`src/rtl/control_sequencer_if.sv`:
```
// Sequencer <-> datapath bundle.
//   opcode      : instruction register upper nibble (datapath -> sequencer)
//   carry_flag  : latched ALU carry                 (datapath -> sequencer)
//   zero_flag   : latched ALU zero                  (datapath -> sequencer)
//   control     : 16-bit control word               (sequencer -> datapath)
//   step        : current T-state 0..4              (sequencer -> datapath)
//   halted      : HLT has executed                  (sequencer -> datapath)
interface control_sequencer_if;
    localparam int unsigned OP_W   = 4;
    localparam int unsigned CTRL_W = 16;
    localparam int unsigned STEP_W = 3;

    logic [OP_W-1:0]   opcode;
    logic              carry_flag;
    logic              zero_flag;
    logic [CTRL_W-1:0] control;
    logic [STEP_W-1:0] step;
    logic              halted;

    // Datapath side
    modport master (
        output opcode, carry_flag, zero_flag,
        input  control, step, halted
    );

    // Sequencer side
    modport slave (
        input  opcode, carry_flag, zero_flag,
        output control, step, halted
    );
endinterface

```
`src/rtl/control_sequencer.sv`:
```
// Microcode sequencer for the 8-bit computer: steps T0..T4 and decodes
// (step, opcode, flags) into the control word for the register bank.
//   clk   : rising-edge clock
//   reset : asynchronous active-high reset
//   bus   : control_sequencer_if.slave (opcode/flags in, control/step/halted out)
// control is combinational from the registered step/halted state.
module control_sequencer #(
    parameter bit EARLY_END = 1'b1
) (
    input  logic                 clk,
    input  logic                 reset,
    control_sequencer_if.slave   bus
);
    localparam int unsigned CTRL_W = 16;
    localparam int unsigned STEP_W = 3;
    localparam int unsigned OP_W   = 4;

    localparam logic [CTRL_W-1:0] W_FETCH0 = 16'h4004; // MI|CO
    localparam logic [CTRL_W-1:0] W_FETCH1 = 16'h1408; // RO|II|CE
    localparam logic [CTRL_W-1:0] W_IR_MAR = 16'h4800; // MI|IO
    localparam logic [CTRL_W-1:0] W_RAM_A  = 16'h1200; // RO|AI
    localparam logic [CTRL_W-1:0] W_RAM_B  = 16'h1020; // RO|BI
    localparam logic [CTRL_W-1:0] W_ADD    = 16'h0281; // AI|EO|FI
    localparam logic [CTRL_W-1:0] W_SUB    = 16'h02C1; // AI|EO|SU|FI
    localparam logic [CTRL_W-1:0] W_A_RAM  = 16'h2100; // RI|AO
    localparam logic [CTRL_W-1:0] W_IR_A   = 16'h0A00; // IO|AI
    localparam logic [CTRL_W-1:0] W_JUMP   = 16'h0802; // IO|J
    localparam logic [CTRL_W-1:0] W_OUT    = 16'h0110; // AO|OI
    localparam logic [CTRL_W-1:0] W_HLT    = 16'h8000; // HLT

    localparam logic [OP_W-1:0] OP_LDA = 4'b0001;
    localparam logic [OP_W-1:0] OP_ADD = 4'b0010;
    localparam logic [OP_W-1:0] OP_SUB = 4'b0011;
    localparam logic [OP_W-1:0] OP_STA = 4'b0100;
    localparam logic [OP_W-1:0] OP_LDI = 4'b0101;
    localparam logic [OP_W-1:0] OP_JMP = 4'b0110;
    localparam logic [OP_W-1:0] OP_JC  = 4'b0111;
    localparam logic [OP_W-1:0] OP_JZ  = 4'b1000;
    localparam logic [OP_W-1:0] OP_OUT = 4'b1110;
    localparam logic [OP_W-1:0] OP_HLT = 4'b1111;

    localparam logic [STEP_W-1:0] S0 = 3'd0;
    localparam logic [STEP_W-1:0] S1 = 3'd1;
    localparam logic [STEP_W-1:0] S2 = 3'd2;
    localparam logic [STEP_W-1:0] S3 = 3'd3;
    localparam logic [STEP_W-1:0] S4 = 3'd4;

    logic [STEP_W-1:0] step_q, step_d;
    logic              halted_q, halted_d;
    logic [CTRL_W-1:0] word;

    // Microcode decode of the current step
    always_comb begin
        word = '0;
        if (step_q == S0) begin
            word = W_FETCH0;
        end else if (step_q == S1) begin
            word = W_FETCH1;
        end else begin
            case (bus.opcode)
                OP_LDA: begin
                    if (step_q == S2) word = W_IR_MAR;
                    if (step_q == S3) word = W_RAM_A;
                end
                OP_ADD, OP_SUB: begin
                    if (step_q == S2) word = W_IR_MAR;
                    if (step_q == S3) word = W_RAM_B;
                    if (step_q == S4) word = (bus.opcode == OP_SUB) ? W_SUB : W_ADD;
                end
                OP_STA: begin
                    if (step_q == S2) word = W_IR_MAR;
                    if (step_q == S3) word = W_A_RAM;
                end
                OP_LDI: if (step_q == S2) word = W_IR_A;
                OP_JMP: if (step_q == S2) word = W_JUMP;
                OP_JC:  if (step_q == S2 && bus.carry_flag) word = W_JUMP;
                OP_JZ:  if (step_q == S2 && bus.zero_flag)  word = W_JUMP;
                OP_OUT: if (step_q == S2) word = W_OUT;
                OP_HLT: if (step_q == S2) word = W_HLT;
                default: word = '0;
            endcase
        end
    end

    // Step advance; a zero word at step >= 2 still occupies its cycle
    always_comb begin
        step_d   = step_q;
        halted_d = halted_q;
        if (!halted_q) begin
            if (step_q == S2 && word[15]) begin
                halted_d = 1'b1;
            end else if (step_q == S4) begin
                step_d = S0;
            end else if (EARLY_END && step_q >= S2 && word == '0) begin
                step_d = S0;
            end else begin
                step_d = step_q + STEP_W'(1);
            end
        end
    end

    always_ff @(posedge clk or posedge reset) begin
        if (reset) begin
            step_q   <= S0;
            halted_q <= 1'b0;
        end else begin
            step_q   <= step_d;
            halted_q <= halted_d;
        end
    end

    // Reset forces the word low without waiting for an edge
    assign bus.control = reset    ? '0
                       : halted_q ? W_HLT
                       : word;
    assign bus.step    = step_q;
    assign bus.halted  = halted_q;
endmodule

```
`src/flat_wrapper.sv`:
```
// flat-port wrapper written by rule: the top's interface ports become plain ports
module control_sequencer_flat 
#(
    parameter bit EARLY_END = 1'b1
)
  (clk, reset, bus_opcode, bus_carry_flag, bus_zero_flag, bus_control, bus_step, bus_halted);
  control_sequencer_if bus_i ();
  input  logic clk;
  input  logic reset;
  input wire logic [$bits(bus_i.opcode)-1:0] bus_opcode;
  input wire logic [$bits(bus_i.carry_flag)-1:0] bus_carry_flag;
  input wire logic [$bits(bus_i.zero_flag)-1:0] bus_zero_flag;
  output wire logic [$bits(bus_i.control)-1:0] bus_control;
  output wire logic [$bits(bus_i.step)-1:0] bus_step;
  output wire logic [$bits(bus_i.halted)-1:0] bus_halted;
  assign bus_i.opcode = bus_opcode;
  assign bus_i.carry_flag = bus_carry_flag;
  assign bus_i.zero_flag = bus_zero_flag;
  assign bus_control = bus_i.control;
  assign bus_step = bus_i.step;
  assign bus_halted = bus_i.halted;
  control_sequencer #(.EARLY_END(EARLY_END)) u_core (.clk(clk), .reset(reset), .bus(bus_i));
endmodule
```
`config.mk`:
```
export PLATFORM = sky130hd
export DESIGN_NAME = control_sequencer_flat
export DESIGN_NICKNAME = d
export VERILOG_FILES = /design/src/rtl/control_sequencer_if.sv /design/src/rtl/control_sequencer.sv /design/src/flat_wrapper.sv
export SDC_FILE = /design/constraint.sdc
export NUM_CORES = 1
export LEC_CHECK = 0
export BUFFER_PORTS_ARGS = -buffer_cell sky130_fd_sc_hd__buf_2
export CELL_PAD_IN_SITES_DETAIL_PLACEMENT = 1
export CELL_PAD_IN_SITES_GLOBAL_PLACEMENT = 2
export CORE_ASPECT_RATIO = 0.8
export CORE_MARGIN = 4
export CORE_UTILIZATION = 23
export CTS_CLUSTER_DIAMETER = 30
export DETAILED_ROUTE_END_ITERATION = 10
export PLACE_DENSITY = 0.79
export SLEW_MARGIN = 20
export SYNTH_ARGS = -nofsm -noshare
export SYNTH_HDL_FRONTEND = slang
export SYNTH_SLANG_ARGS = --single-unit
```
`constraint.sdc`:
```
create_clock -name clk -period 1.8 [get_ports clk]
set_input_delay 0.36 -clock clk [delete_from_list [all_inputs] [get_ports clk]]
set_output_delay 0.36 -clock clk [all_outputs]
set_load 0.01 [all_outputs]
```
## Word-level counts from Yosys, hierarchy flattened

Cells that the tools add are included.

- Input port bits: 8
- Flip-flop bits (word level): 4
- Logic and storage cells: 49

- Equality and inequality tests: 14
- Multiplexer cells: 21
- Bitwise operators: 2
- Reduce and logical (&&, ||, !) cells: 8
- $lt $le $gt $ge: 1
- Add/sub/neg operators: 1

Operator list:

| operator | count |
|---|---|
| case mux 16 bit (9 select lines) | 1 |
| two-way mux 16 bit | 8 |
| two-way mux 12 bit | 4 |
| two-way mux 15 bit | 2 |
| == test 4 x 3 -> 1 bit (second input constant) | 4 |
| zero test 16 bit | 1 |
| == test 4 bit (second input constant) | 3 |
| two-way mux 9 bit | 1 |
| == test 4 x 2 -> 1 bit (second input constant) | 2 |
| two-way mux 7 bit | 1 |
| == test 3 x 2 -> 1 bit (second input constant) | 2 |
| two-way mux 3 bit | 2 |
| == test 4 x 1 -> 1 bit (second input constant) | 1 |
| logical AND 1 bit | 4 |
| adder 3 x 1 -> 3 bit (second input constant) | 1 |
| == test 3 x 1 -> 1 bit (second input constant) | 1 |
| == test 3 bit (second input constant) | 1 |
| greater-or-equal comparator 3 x 2 -> 1 bit (second input constant) | 1 |
| zero test 3 bit | 1 |
| two-way mux 1 bit | 2 |
| inverter 1 bit | 2 |
| AND reduction 2 bit | 1 |
| OR reduction 2 bit | 1 |

## Depth between registers and ports, before layout

Gate-level depths: netlist of run 1.

- Word-level depth: 11
- Mapped depth: 8
- Depth with buffers taken out: 7

## Worst setup path after synthesis of run 1

OpenSTA, ideal clock, no wires.

- Path kind: register to output
- Start: register u_core.step_q[0] (netlist: u_core.bus.step[0])
- End: output port bus_control[7]
- Data arrival time: 1683 ps
- Stages on the path, launching flop included: 9
- Data required time: 1440 ps
- Setup slack: -243 ps
- Path through: dfrtp_1 inv_1 ha_1 nand2_1 o2111ai_1 nand2b_1 buf_6 nor2_1 buf_4

- Longest elaborated chain between the ends: 8
- Elaborated cells between the ends (all ways): 13
- Those cells by class: eq/ne: 3; mux: 9; reduce/logical: 1

RTL lines:

| element | RTL line | text |
|---|---|---|
| from (decl) | control_sequencer.sv:48 | `logic [STEP_W-1:0] step_q, step_d;` |
| from (signal assigned) | control_sequencer.sv:107 | `step_q <= step_d;` |
| == test 3 x 2 -> 1 bit | control_sequencer.sv:63, control_sequencer.sv:67, control_sequencer.sv:72 |  |
| two-way mux 16 bit | control_sequencer.sv:67 | `if (step_q == S3) word = W_RAM_B;` |
| two-way mux 16 bit | control_sequencer.sv:68 | `if (step_q == S4) word = (bus.opcode == OP_SUB) ? W_SUB : W_ADD;` |
| case mux 16 bit (9 select lines) | control_sequencer.sv:60 | `case (bus.opcode)` |
| two-way mux 16 bit | control_sequencer.sv:57 | `end else if (step_q == S1) begin` |
| two-way mux 16 bit (*) | control_sequencer.sv:55 | `if (step_q == S0) begin` |
| two-way mux 16 bit (*) | control_sequencer.sv:114 | `: halted_q ? W_HLT` |
| two-way mux 16 bit (*) | control_sequencer.sv:113 | `assign bus.control = reset ? '0` |
| to (decl) | flat_wrapper.sv:13 | `output wire logic [$bits(bus_i.control)-1:0] bus_control;` |

Every way passes the cells marked *; elsewhere a longest branch is shown, timed or not.

## Worst setup path in the final report of run 1

- Start: register u_core.step_q[1] (netlist: u_core.bus.step[1])
- End: output port bus_control[11]

- Longest elaborated chain between the ends: 9
- Elaborated cells between the ends (all ways): 21
- Those cells by class: eq/ne: 4; mux: 14; reduce/logical: 3

RTL lines:

| element | RTL line |
|---|---|
| == test 3 x 2 -> 1 bit | - |
| two-way mux 15 bit | control_sequencer.sv:62, control_sequencer.sv:66, control_sequencer.sv:71 |
| two-way mux 16 bit | control_sequencer.sv:67 |
| two-way mux 16 bit | control_sequencer.sv:68 |
| case mux 16 bit (9 select lines) | control_sequencer.sv:60 |
| two-way mux 16 bit | control_sequencer.sv:57 |
| two-way mux 16 bit (*) | control_sequencer.sv:55 |
| two-way mux 16 bit (*) | control_sequencer.sv:114 |
| two-way mux 16 bit (*) | control_sequencer.sv:113 |

Marked as above.

==> run summary, run 1 <==
The flow ran to the end, but the final reports show violations. The checks that failed: negative setup slack. Setup repair after global routing could not meet its margin everywhere. The mapped netlist covers 708.2 sq um. Entering global routing, the biggest net connects 8 pins. The post-layout worst setup margin was -0.3637 ns; the switching part of the total power was 0.2482.

The data required time at the worst endpoint came out at 1.44 ns. The logs give 0 for the number of failing hold endpoints at the final stage and 986 for the number of global-route vias before repair. The die is 57.63 microns tall. In this run, post-CTS hold repair placed 0 buffers. The proportion of power drawn by flip-flops and latches came out at 0.243. For this run, the top clock speed supported by timing is 462.2 MHz.

The count of state elements after synthesis is 4. The dominant register cell in the synthesized netlist was sky130_fd_sc_hd__dfrtp_1. By area, the combinational part of the netlist is dominated by simple AND/OR/NAND/NOR gates. The total number of H-tree levels is 1. The complex-gate fraction of the synthesized area came out at 0.2668. STA classifies the critical path endpoint as a primary output. The share of the synthesized netlist area taken by xor and xnor gates came out at 0.01237. Cell at the root of the clock tree: sky130_fd_sc_hd__clkbuf_8. After legalization and detailed placement, the total HPWL measured 2297 microns. Buffers inserted during clock tree synthesis total 3.

The fraction of power consumed by combinational cells was 0.216; the relative max-transition margin was 0.7834. The post-route clock period utilization came out at 1.202. The finished cells cover 1384 sq um. For this run, design rule violations remaining after detail routing come to 0. For the post-route clock skew, the log shows 0.003605 ns. Type of the worst setup path: reg2out. The area of the die was 4036 sq um; the number of clock sinks seen by CTS was 4.

The critical path goes through buf_6 > ha_4 > and3b_2 > buf_6 > a31o_4 > o21ba_4 > buf_6. In the final routed layout, each cell accounts on average for 14.90 microns. The multiplexer area fraction after synthesis was 0. The congestion estimate from routability-driven global placement came to 0.8285. The fraction of final layout cells with drive strength greater than 1 is 0.7134, and the first-pass iteration count of the detailed router is 4. Total setup violations reported at the end of the flow: 19.

For this run, the number of Yosys warnings is 0. Across the run, the number of max-cap violations was 0. Initial core utilization: 0.2485.

In this run, synthesis inferred 0 flip-flops with an integrated enable. The cell type with the highest occurrence count on the critical path was sky130_fd_sc_hd__buf_6. After technology mapping, the gate count stands at 88.

For the pin with the worst max-slew slack, the measured transition is 0.3246 ns. Portion of synthesized cell area occupied by the leading cell type: 0.1413. In this run the worst path has a maximum fanout of 4. The run gives 1.80 ns as the data arrival time of the worst path. Relative to the synthesized area, the layout overhead comes to 95.41%. The initialized floorplan defines 17 standard-cell rows.

The number of antenna diodes in the final layout is 0. The run gives 2 as the maximum root-to-sink buffer count. Clock latency on the worst-skew pair, taken at its later pin, is 0.22 ns. The number of vias per cell is 4.790.

The clock transition at the registers of the reported paths was 0.03 ns. By area the synthesized netlist is led by sky130_fd_sc_hd__dfrtp_1 14%, sky130_fd_sc_hd__ha_1 8.8%, sky130_fd_sc_hd__nand2_1 5.3%. The number of antenna violations at the first check in global routing is 0, and the register-to-register setup slack is -0.21 ns. The post-synthesis share of cell area spent on and, or, nand and nor gates was 0.3728. The logs give 2905 microns for the detailed-route wire length and 0.1424 for the global routing usage summed across all routing layers. The areal power density over the cells was 269.2 nW/um^2; the highest cell delay on the worst timing path was 0.43 ns. The worst-case IR drop observed on VDD is 0.3356 mV.

Initial DRC count: 28. For the sequential cell area fraction in the yosys report, the log shows 0.1413. Number of buffers inserted by port buffering: 27. The run gives 663.1 sq um as the area used by multi-input combinational logic. Among all stages on the critical path, the largest delay is contributed by sky130_fd_sc_hd__dfrtp_2. Total area of sequential cells: 102.6 sq um. Dominant cell type by area after synthesis: sky130_fd_sc_hd__dfrtp_1. When the netlist entered floorplanning its net count stood at 101. The tightest min-delay check is of the in2async type. The adder-cell share of the synthesized area is 0.08834, and the post-route worst hold slack is 0.1767 ns. The async set-reset flop share out of synthesis was 1.000. TritonCTS built the clock tree. The width of the die is 70.04 microns, and the net switching power figure is 92.45 uW. The detail route stage leaves a number of antenna-violating nets equal to 0. For the count of pins on the block boundary, the log shows 28. For the clock power share, the log shows 0.541. Summed over all cells, the static leakage comes to 0.6394 nW. The total overflow reported by the global router is 0, and the average footprint of a synthesized cell is 8.047 sq um. The worst path needs 2.164 ns of the cycle, external delays included. The first global-routing pass estimated 4650 microns of wire. The logs give 280.0 uW for the design internal power and 40 for the number of distinct library cell variants in the gate-level netlist after synthesis.

The count of final max-slew check failures was 0; the filler cell count was 358. The count of vias placed by the detailed router is 934, and the core outline area is 2850 sq um. The tools report the placed standard-cell area as 1149 sq um. STA classifies the critical path startpoint as a flip-flop.

The final layout contains 171 nets.
## metal layers
metal,vias to the layer above,part of all wire,global-route usage
met2,23,0.51,0.2490
li1,451,-,-
met5,-,0,0
met3,2,0.045,0.03813
met4,0,0.0065,0.02459
met1,458,0.44,0.1795
## layout make-up
type,count,share of cell area
well taps,38,0.03436
flip-flops and latches,4,0.07414
clock buffers,4,0.03255
repair buffers,72,0.3590
multi-input cells,70,0.4792
inverters,7,0.02080
## registers in the layout, indices dropped and copies added (netlist names)
| signal | count |
|---|---|
| u_core.bus.step | 3 |
| u_core.bus.halted | 1 |
## metrics by stage
step / worst slack (ns) / util / power, mW / instances / TNS [ns]
after floorplan: -0.1585 / - / 0.1315 / 88 / -0.8432
after global placement: -0.2465 / 0.4030 / 0.1633 / 182 / -2.102
after detailed placement: -0.2599 / 0.4030 / 0.1661 / 182 / -3.096
after CTS: -0.3868 / 0.4649 / 0.3777 / 192 / -5.267
after global routing: -0.4297 / 0.4855 / 0.3959 / 195 / -5.998
final: -0.3637 / 0.4855 / 0.3725 / 195 / -4.462
## final timing paths
check                                   start                  to  cells after the start
min                                     reset  u_core.bus.step[1]                      3
max reg2reg                u_core.bus.step[1]  u_core.bus.step[2]                      9
max in group asynchronous               reset  u_core.bus.step[0]                      3
max                        u_core.bus.step[1]     bus_control[11]                      7
min reg2reg                u_core.bus.step[1]  u_core.bus.step[1]                      3
min in group clk           u_core.bus.step[1]  u_core.bus.step[1]                      3
## worst max-delay path, delay by kind of cell, from the launching register on
kind,cells,cell delay [ns]
flip-flops,1,0.43
AND/OR/NAND/NOR,1,0.23
AO/OA/AOI/OAI,2,0.40
adder cells (fa/ha/maj),1,0.15
buffers and inverters,3,0.37
## timing repair
| action | 4_1_cts | 5_1_grt |
|---|---|---|
| pin swaps | 8 | 7 |
| hold endpoints to repair | 0 | 0 |
| endpoints found under the setup margin | 19 | 19 |
| gates resized for setup | 17 | 10 |
| cloned | 0 | 0 |
| setup buffers | 6 | 3 |
## cells by family (layout without fill, tap and decap cells)
logic type / Yosys count / after routing
AND/OR/NAND/NOR: 43 / 43
AO/OA/AOI/OAI: 21 / 21
buffers and inverters: 14 / 83
adder cells (fa/ha/maj): 5 / 5
flip-flops: 4 / 4
XOR/XNOR: 1 / 1
## power by group through the flow
stage	clock, mW	sequential (mW)	combinational (mW)
3_5_place_dp	0	0.0915	0.0746
4_1_cts	0.208	0.0905	0.0793
3_3_place_gp	0	0.0915	0.0717
5_1_grt	0.217	0.0904	0.0884
6_report	0.201	0.0905	0.0806
2_1_floorplan	0	0.0915	0.0400
## synth_stat cells (2+ instances only)
cell	number
sky130_fd_sc_hd__buf_6	2
sky130_fd_sc_hd__nand3_1	3
sky130_fd_sc_hd__o2111ai_1	3
sky130_fd_sc_hd__a21boi_0	2
sky130_fd_sc_hd__buf_4	4
sky130_fd_sc_hd__nor3_1	7
sky130_fd_sc_hd__nand2_1	10
sky130_fd_sc_hd__a21oi_1	2
sky130_fd_sc_hd__dfrtp_1	4
sky130_fd_sc_hd__a211oi_2	2
sky130_fd_sc_hd__ha_1	5
sky130_fd_sc_hd__nor2_1	8
sky130_fd_sc_hd__o21ai_0	2
sky130_fd_sc_hd__o21ai_1	2
sky130_fd_sc_hd__inv_1	7
## layout by cell type (no fill, tap or decap), drive strengths merged
cell type,count
a21oi,3
o22ai,1
nor4bb,1
nor3b,2
nor4,2
nand4,1
nor3,7
and2,1
and2b,1
nand3b,1
a21boi,2
a211oi,2
buf,72
o21ba,1
ha,5
nand2b,2
nand2,10
or3b,1
o21bai,1
o31ai,1
o21ai,4
a31o,1
o2111ai,3
dfrtp,4
inv,7
and3b,1
nor2b,1
o211ai,1
o41ai,1
xor2,1
clkbuf,4
nand3,4
nor2,8
Note: power is estimated with default switching activity, not from simulation.
==> inputs of run 2 (changes only) <==
==> constraint.sdc (replaced) <==
create_clock -name clk -period 1.8 [get_ports clk]
set_input_delay 0.09 -clock clk [delete_from_list [all_inputs] [get_ports clk]]
set_output_delay 0.09 -clock clk [all_outputs]
set_load 0.01 [all_outputs]
==> run summary, run 2 (synthesized netlist as in run 1, its figures left out) <==
The run finished, with violations left. The checks that failed: negative setup slack. The run gives 0.7342 (-0.04921) as the relative max-transition margin.

The routed wire length per instance was 16.14 microns (+8.4%); the areal power density over the cells was 249.1 nW/um^2 (-7.5%). Area used by multi-input combinational logic: 714.4 sq um (+7.7%). The cell depth of the worst flop-to-flop path was 7 (-2). The run gives 0 (unchanged) as the max-cap violation count. For the cell area after layout, the log shows 1365 sq um (-1.4%). The data arrival time of the worst path was 1.86 ns (+0.06 ns). The number of nets in the layout was 159 (-7.0%); the leakage power of the design was 0.6321 nW (-1.1%). The total number of H-tree levels was 1 (unchanged). Leaving out fill and tap cells, the most frequent cells in the layout are 24 x sky130_fd_sc_hd__buf_4, 22 x sky130_fd_sc_hd__buf_2, 12 x sky130_fd_sc_hd__buf_6. The logs give 0 (unchanged) for the remaining antenna violation count and 182 (-6.7%) for the filler-free cell count of the finished design. First-pass iteration count of the detailed router: 4 (unchanged). The logs give -0.1529 ns (+0.2107 ns) for the post-layout worst setup margin and 0.2485 (unchanged) for the initial core utilization. For the post-layout total power, the log shows 340.0 uW (-8.7%). The count of pins on the block boundary is 28 (unchanged), and the total clock buffers created by CTS is 3 (unchanged). The largest driver fanout on the critical path works out to 4 (unchanged). The maximum root-to-sink buffer count is 2 (unchanged), and the final estimated routing congestion in global placement is 0.8109 (-2.1%).

Count of final max-slew check failures: 0 (unchanged). Post-route setup TNS: -0.7561 ns (+3.706 ns). The slew at the pin with the worst max-slew slack works out to 0.3983 ns (+0.07374 ns). The maximum clock frequency is 512.0 MHz (+11%). The tightest min-delay check is of the in2async type.

For the number of clock sinks seen by CTS, the log shows 4 (unchanged). The global-route wire length before repair is 4740 microns (+1.9%). Post-route clock period utilization: 1.085 (-0.1171). The initial DRC count is 23 (-18%), and the number of global-route vias before repair is 964 (-2.2%).

The logs give 0.1465 (+0.004081) for the global routing usage summed across all routing layers and 882 (-5.6%) for the count of vias placed by the detailed router. The number of vias per cell was 4.846 (+1.2%); the clock power share was 0.545 (+0.004). Setup repair after global routing could not meet its margin everywhere.

The number of instances in the placed design was 166 (-8.8%). The clock transition at the registers of the reported paths works out to 0.03 ns (about the same). The tools report the register-to-register setup slack as -0.09 ns (+0.12 ns).

The fraction of final layout cells with drive strength greater than 1 was 0.6597 (-0.05365). The endpoint type of the worst setup path was a primary output. The design internal power is 255.1 uW (-8.9%). For the core outline area, the log shows 2850 sq um (unchanged). The fraction of power consumed by combinational cells came out at 0.189 (-0.027). The tools report the cell at the root of the clock tree as sky130_fd_sc_hd__clkbuf_8.

The flip-flop count of the largest register, all copies and words added was 3 (unchanged); the worst supply voltage drop on vdd was 0.2080 mV (-38%). The post-route clock skew is 0.005135 ns (+0.001530 ns), and the site row count is 17 (unchanged). The number of failing hold endpoints at the final stage was 0 (unchanged); the detailed-route wire length was 2938 microns (+1.1%). The width of the die was 70.04 microns (unchanged).

The total overflow reported by the global router came out at 0 (unchanged). TritonCTS built the clock tree. For the area of the die, the log shows 4036 sq um (unchanged). The total setup violations reported at the end of the flow was 12 (-7).

The library cell used most frequently in the layout, excluding fill and tap cells, is sky130_fd_sc_hd__buf_4. The filler cell count came out at 337 (-5.9%). The tools report the maximum number of pins on one net before global-route repair as 14 (+6). Placed standard-cell area: 983.4 sq um (-14%). The worst register-to-register path ends at u_core.bus.step[2]. The final HPWL from detailed placement is 2005 microns (-13%).

Proportion of power drawn by flip-flops and latches: 0.266 (+0.023). The total area of sequential cells was 100.1 sq um (-2.4%). The die extent in y was 57.63 microns (unchanged); the minimum clock period after layout was 1.953 ns (-0.2107 ns).

The post-detailed-route DRC marker count is 0 (unchanged). Start of the worst register-to-register path: u_core.bus.step[1]. Compared with the post-synthesis result, the final layout area differs by 92.76%. The logs give 84.95 uW (-8.1%) for the net switching power figure and 0.21 ns (about the same) for the insertion delay of the later-clocked pin in the worst-skew pair. Data required time at the worst endpoint: 1.71 ns (+0.27 ns). STA classifies the critical path startpoint as a flip-flop.

The type of the worst setup path was reg2out. The number of antenna diodes was 0 (unchanged); the number of buffers inserted by port buffering was 27 (unchanged). The switching part of the total power was 0.2498 (+0.001640); the number of antenna violations at the first check in global routing was 0 (unchanged).
==> run 2: cell count changes in the layout (fill, tap and decap cells not counted), sizes merged <==
cell | previous run | this run
nand2b | 2 | 3
buf | 72 | 58
clkbuf | 4 | 3
dlygate4sd3 | 0 | 1
==> run 2: worst max-delay path, cell delays in order (launching register included) <==
cell and delay (ns):
sky130_fd_sc_hd__dfrtp_1 0.39, sky130_fd_sc_hd__ha_2 0.24, sky130_fd_sc_hd__ha_4 0.15, sky130_fd_sc_hd__buf_6 0.09
sky130_fd_sc_hd__nor3b_4 0.20, sky130_fd_sc_hd__buf_6 0.14, sky130_fd_sc_hd__nand2_4 0.05, sky130_fd_sc_hd__a211oi_2 0.23
sky130_fd_sc_hd__buf_2 0.16
==> run 2: area by class of cell <==
type                    count  share of cell area
repair buffers             59              0.3190
inverters                   7             0.01925
multi-input cells          71              0.5234
clock buffers               3             0.03025
flip-flops and latches      4             0.07333
well taps                  38             0.03483
==> run 2: worst max-delay path by stage <==
stage                       start                 end  slack, ns  cells past startpoint
5_1_grt        u_core.bus.step[0]      bus_control[8]      -0.25                      8
2_1_floorplan  u_core.bus.step[0]  u_core.bus.step[2]     0.0006                      7
4_1_cts        u_core.bus.step[1]     bus_control[11]      -0.15                      7
3_5_place_dp   u_core.bus.step[1]  u_core.bus.step[2]      -0.17                      7
6_report       u_core.bus.step[0]      bus_control[8]      -0.15                      8
3_3_place_gp   u_core.bus.step[1]  u_core.bus.step[2]      -0.12                      7
==> run 2: stage by stage <==
step | util | hold WS (ns) | setup slack [ns]
final | 0.4789 | 0.3615 | -0.1529
after global routing | 0.4789 | 0.3990 | -0.2506
after CTS | 0.4280 | 0.3630 | -0.1474
after detailed placement | 0.3450 | 0.02933 | -0.1695
after global placement | 0.3450 | 0.01814 | -0.1218
after floorplan | - | -0.1388 | 0.0005849
==> run 2: power groups by stage <==
stage / Combinational [mW] / Sequential [mW] / Clock, mW
2_1_floorplan: 0.0366 / 0.0916 / 0
3_3_place_gp: 0.0514 / 0.0916 / 0
3_5_place_dp: 0.0524 / 0.0916 / 0
4_1_cts: 0.0575 / 0.0905 / 0.192
5_1_grt: 0.0706 / 0.0905 / 0.198
6_report: 0.0643 / 0.0906 / 0.185
==> run 2: metal layers <==
layer / GRT usage / wire length [microns] / share of wire
met5: 0 / 0 / 0
met2: 0.2517 / 1421 / 0.48
met3: 0.03120 / 141 / 0.048
met4: 0.04645 / 55 / 0.019
met1: 0.1848 / 1319 / 0.45
==> run 2: repair_timing <==
action                     in CTS  in global routing
cloned                          1                  0
setup endpoints to repair      18                 18
hold endpoints to repair        4                  0
pin swaps                      12                 12
gates resized for setup        26                 24
setup buffers                   7                  5
hold buffers                    1                  0
==> inputs of run 3 (changes only) <==
Settings changed: TNS_END_PERCENT set to 20.
==> run summary, run 3 (synthesized netlist as in run 1, its figures left out) <==
The fraction of final layout cells with drive strength greater than 1 was 0.6286 (-0.03115); the global routing usage summed across all routing layers was 0.1374 (-0.009158). The total setup violations reported at the end of the flow is 12 (unchanged), and the area of the die is 4036 sq um (unchanged). The clock transition at the registers of the reported paths came out at 0.03 ns (about the same). The post-route worst hold slack came out at 0.3653 ns (+0.003749 ns).

The final HPWL from detailed placement came out at 2005 microns (unchanged). The core outline area is 2850 sq um (unchanged), and the minimum clock period after layout is 1.966 ns (+0.01350 ns). The leakage power of the design was 0.5852 nW (-7.4%); the number of clock sinks seen by CTS was 4 (unchanged). The worst setup path is captured at a primary output. The class of the worst hold path is in2async. The first-pass iteration count of the detailed router was 4 (unchanged). Counting stages on the worst path, the most repeated cell is sky130_fd_sc_hd__buf_6. The start of the worst register-to-register path is u_core.bus.step[1]. TritonCTS built the clock tree. The insertion delay of the later-clocked pin in the worst-skew pair is 0.21 ns (about the same).

Site row count: 17 (unchanged). The run gives 0 (unchanged) as the number of failing hold endpoints at the final stage. The signed area change from the synthesized netlist to the final layout is 80.92%, and the highest cell delay on the worst timing path is 0.39 ns (about the same).

The number of buffers inserted by port buffering was 27 (unchanged); the register-to-register setup slack was -0.11 ns (-0.02 ns). The number of antenna diodes was 0 (unchanged). The run finished, with violations left. The maximum number of pins on one net before global-route repair is 14 (unchanged), and the relative max-transition margin is 0.7628 (+0.02863).

The proportion of power drawn by flip-flops and latches is 0.269 (+0.003), and the post-route clock period utilization is 1.092 (+0.007497). The remaining antenna violation count is 0 (unchanged). The post-detailed-route DRC marker count came out at 0 (unchanged). The top cell types in the final layout, fill and taps aside, are 26 x sky130_fd_sc_hd__buf_2, 22 x sky130_fd_sc_hd__buf_4, 7 x sky130_fd_sc_hd__nand2_1. The placed standard-cell area was 983.4 sq um (unchanged); the initial core utilization was 0.2485 (unchanged).

The data required time at the worst endpoint was 1.71 ns (about the same); the width of the die was 70.04 microns (unchanged). The tree is rooted in a sky130_fd_sc_hd__clkbuf_8. The post-route setup TNS is -0.7563 ns (-0.0001190 ns).

The final estimated routing congestion in global placement is 0.8109 (unchanged). The element type at the critical path start was a flip-flop. The worst supply voltage drop on vdd was 0.2040 mV (-1.9%). Traced cell by cell, the critical path runs through ha_2 > ha_4 > buf_6 > nor3b_4 > buf_6 > nand2_4 > a211oi_2 > buf_2.

The clock power share is 0.548 (+0.003), and the data arrival time of the worst path is 1.88 ns (+0.02 ns). For the maximum clock frequency, the log shows 508.5 MHz (-0.69%). Standard cell with the maximum stage delay on the critical path: sky130_fd_sc_hd__dfrtp_1.

The number of antenna violations at the first check in global routing is 0 (unchanged), and the maximum root-to-sink buffer count is 2 (unchanged). The post-layout worst setup margin came out at -0.1664 ns (-0.01350 ns). The flip-flop count of the largest register, all copies and words added was 3 (unchanged). The global-route wire length before repair was 4526 microns (-4.5%); the total number of H-tree levels was 1 (unchanged).

The number of nets in the layout is 155 (-2.5%), and the routed wire length per instance is 15.62 microns (-3.3%). The switching part of the total power is 0.2451 (-0.004750). The fraction of power consumed by combinational cells was 0.184 (-0.005); the max-cap violation count was 0 (unchanged).

For the count of final max-slew check failures, the log shows 0 (unchanged). The cell area after layout is 1281 sq um (-6.1%). The areal power density over the cells came out at 263.1 nW/um^2 (+5.6%). In this run the critical register-to-register path is captured at u_core.bus.step[2]. The initial DRC count is 51 (+120%). Count of pins on the block boundary: 28 (unchanged). The count of vias placed by the detailed router came out at 851 (-3.5%).

The number of global-route vias before repair was 943 (-2.2%). The slew at the pin with the worst max-slew slack works out to 0.3520 ns (-0.04626 ns). Setup repair after global routing could not meet its margin everywhere. The tools report the total overflow reported by the global router as 0 (unchanged).

The net switching power figure was 82.63 uW (-2.7%); the number of vias per cell was 4.781 (-1.3%). The detailed-route wire length came out at 2780 microns (-5.4%). The checks that failed: negative setup slack.

The type of the worst setup path was reg2out. The die extent in y was 57.63 microns (unchanged). The tools report the design internal power as 254.5 uW (-0.22%). The cell depth of the worst flop-to-flop path was 7 (unchanged); the post-route clock skew was 0.004925 ns (-0.0002095 ns). The library cell used most frequently in the layout, excluding fill and tap cells, is sky130_fd_sc_hd__buf_2. The largest driver fanout on the critical path was 4 (unchanged). For the total clock buffers created by CTS, the log shows 3 (unchanged).
==> run 3: critical path: cells and delay by family, from the launching register on <==
kind / cells / cell delay, ns
flops: 1 / 0.39
fa+ha+maj: 2 / 0.38
simple gates: 2 / 0.26
compound gates: 1 / 0.24
buf+inv: 3 / 0.39
==> run 3: layout make-up <==
cell class,instances,area (sq um)
timing repair buffer,55,372.9
multi-input combinational,71,693.2
inverter,7,26.28
sequential,4,100.1
fill,352,1569
tap,38,47.55
clock buffer,3,41.29
==> run 3: timing repair <==
action | CTS | global route
gates resized for setup | 23 | 17
pin swaps | 8 | 8
hold endpoints to repair | 4 | 0
endpoints found under the setup margin | 18 | 18
buffers inserted | 5 | 3
hold buffers | 1 | 0
cloned | 1 | 0
==> run 3: per-layer routing <==
layer | global-route usage | up-vias | routed length [microns]
li1 | - | 424 | -
met2 | 0.2275 | 17 | 1286
met1 | 0.1828 | 406 | 1360
met3 | 0.02600 | 4 | 108
met5 | 0 | - | 0
met4 | 0.04098 | 0 | 25
==> run 3: worst max-delay path by stage <==
stage	from	end	cells past startpoint
2_1_floorplan	u_core.bus.step[0]	u_core.bus.step[2]	7
3_3_place_gp	u_core.bus.step[1]	u_core.bus.step[2]	7
3_5_place_dp	u_core.bus.step[1]	u_core.bus.step[2]	7
4_1_cts	u_core.bus.step[1]	bus_control[11]	7
5_1_grt	u_core.bus.step[0]	bus_control[8]	8
6_report	u_core.bus.step[0]	bus_control[8]	8
==> run 3: power by group through the flow <==
stage	registers, mW	clock network [mW]	logic, mW
2_1_floorplan	0.0916	0	0.0366
3_3_place_gp	0.0916	0	0.0514
3_5_place_dp	0.0916	0	0.0524
4_1_cts	0.0905	0.192	0.0571
5_1_grt	0.0905	0.198	0.0688
6_report	0.0906	0.185	0.0619
==> run 3: through the flow <==
step                      total power, mW  setup slack [ns]  std cells    util
after floorplan                    0.1281         0.0005849         88       -
after global placement             0.1430           -0.1218        166  0.3450
after detailed placement           0.1440           -0.1695        166  0.3450
after CTS                          0.3392           -0.1485        176  0.4140
after global routing               0.3571           -0.2296        178  0.4495
final                              0.3372           -0.1664        178  0.4495
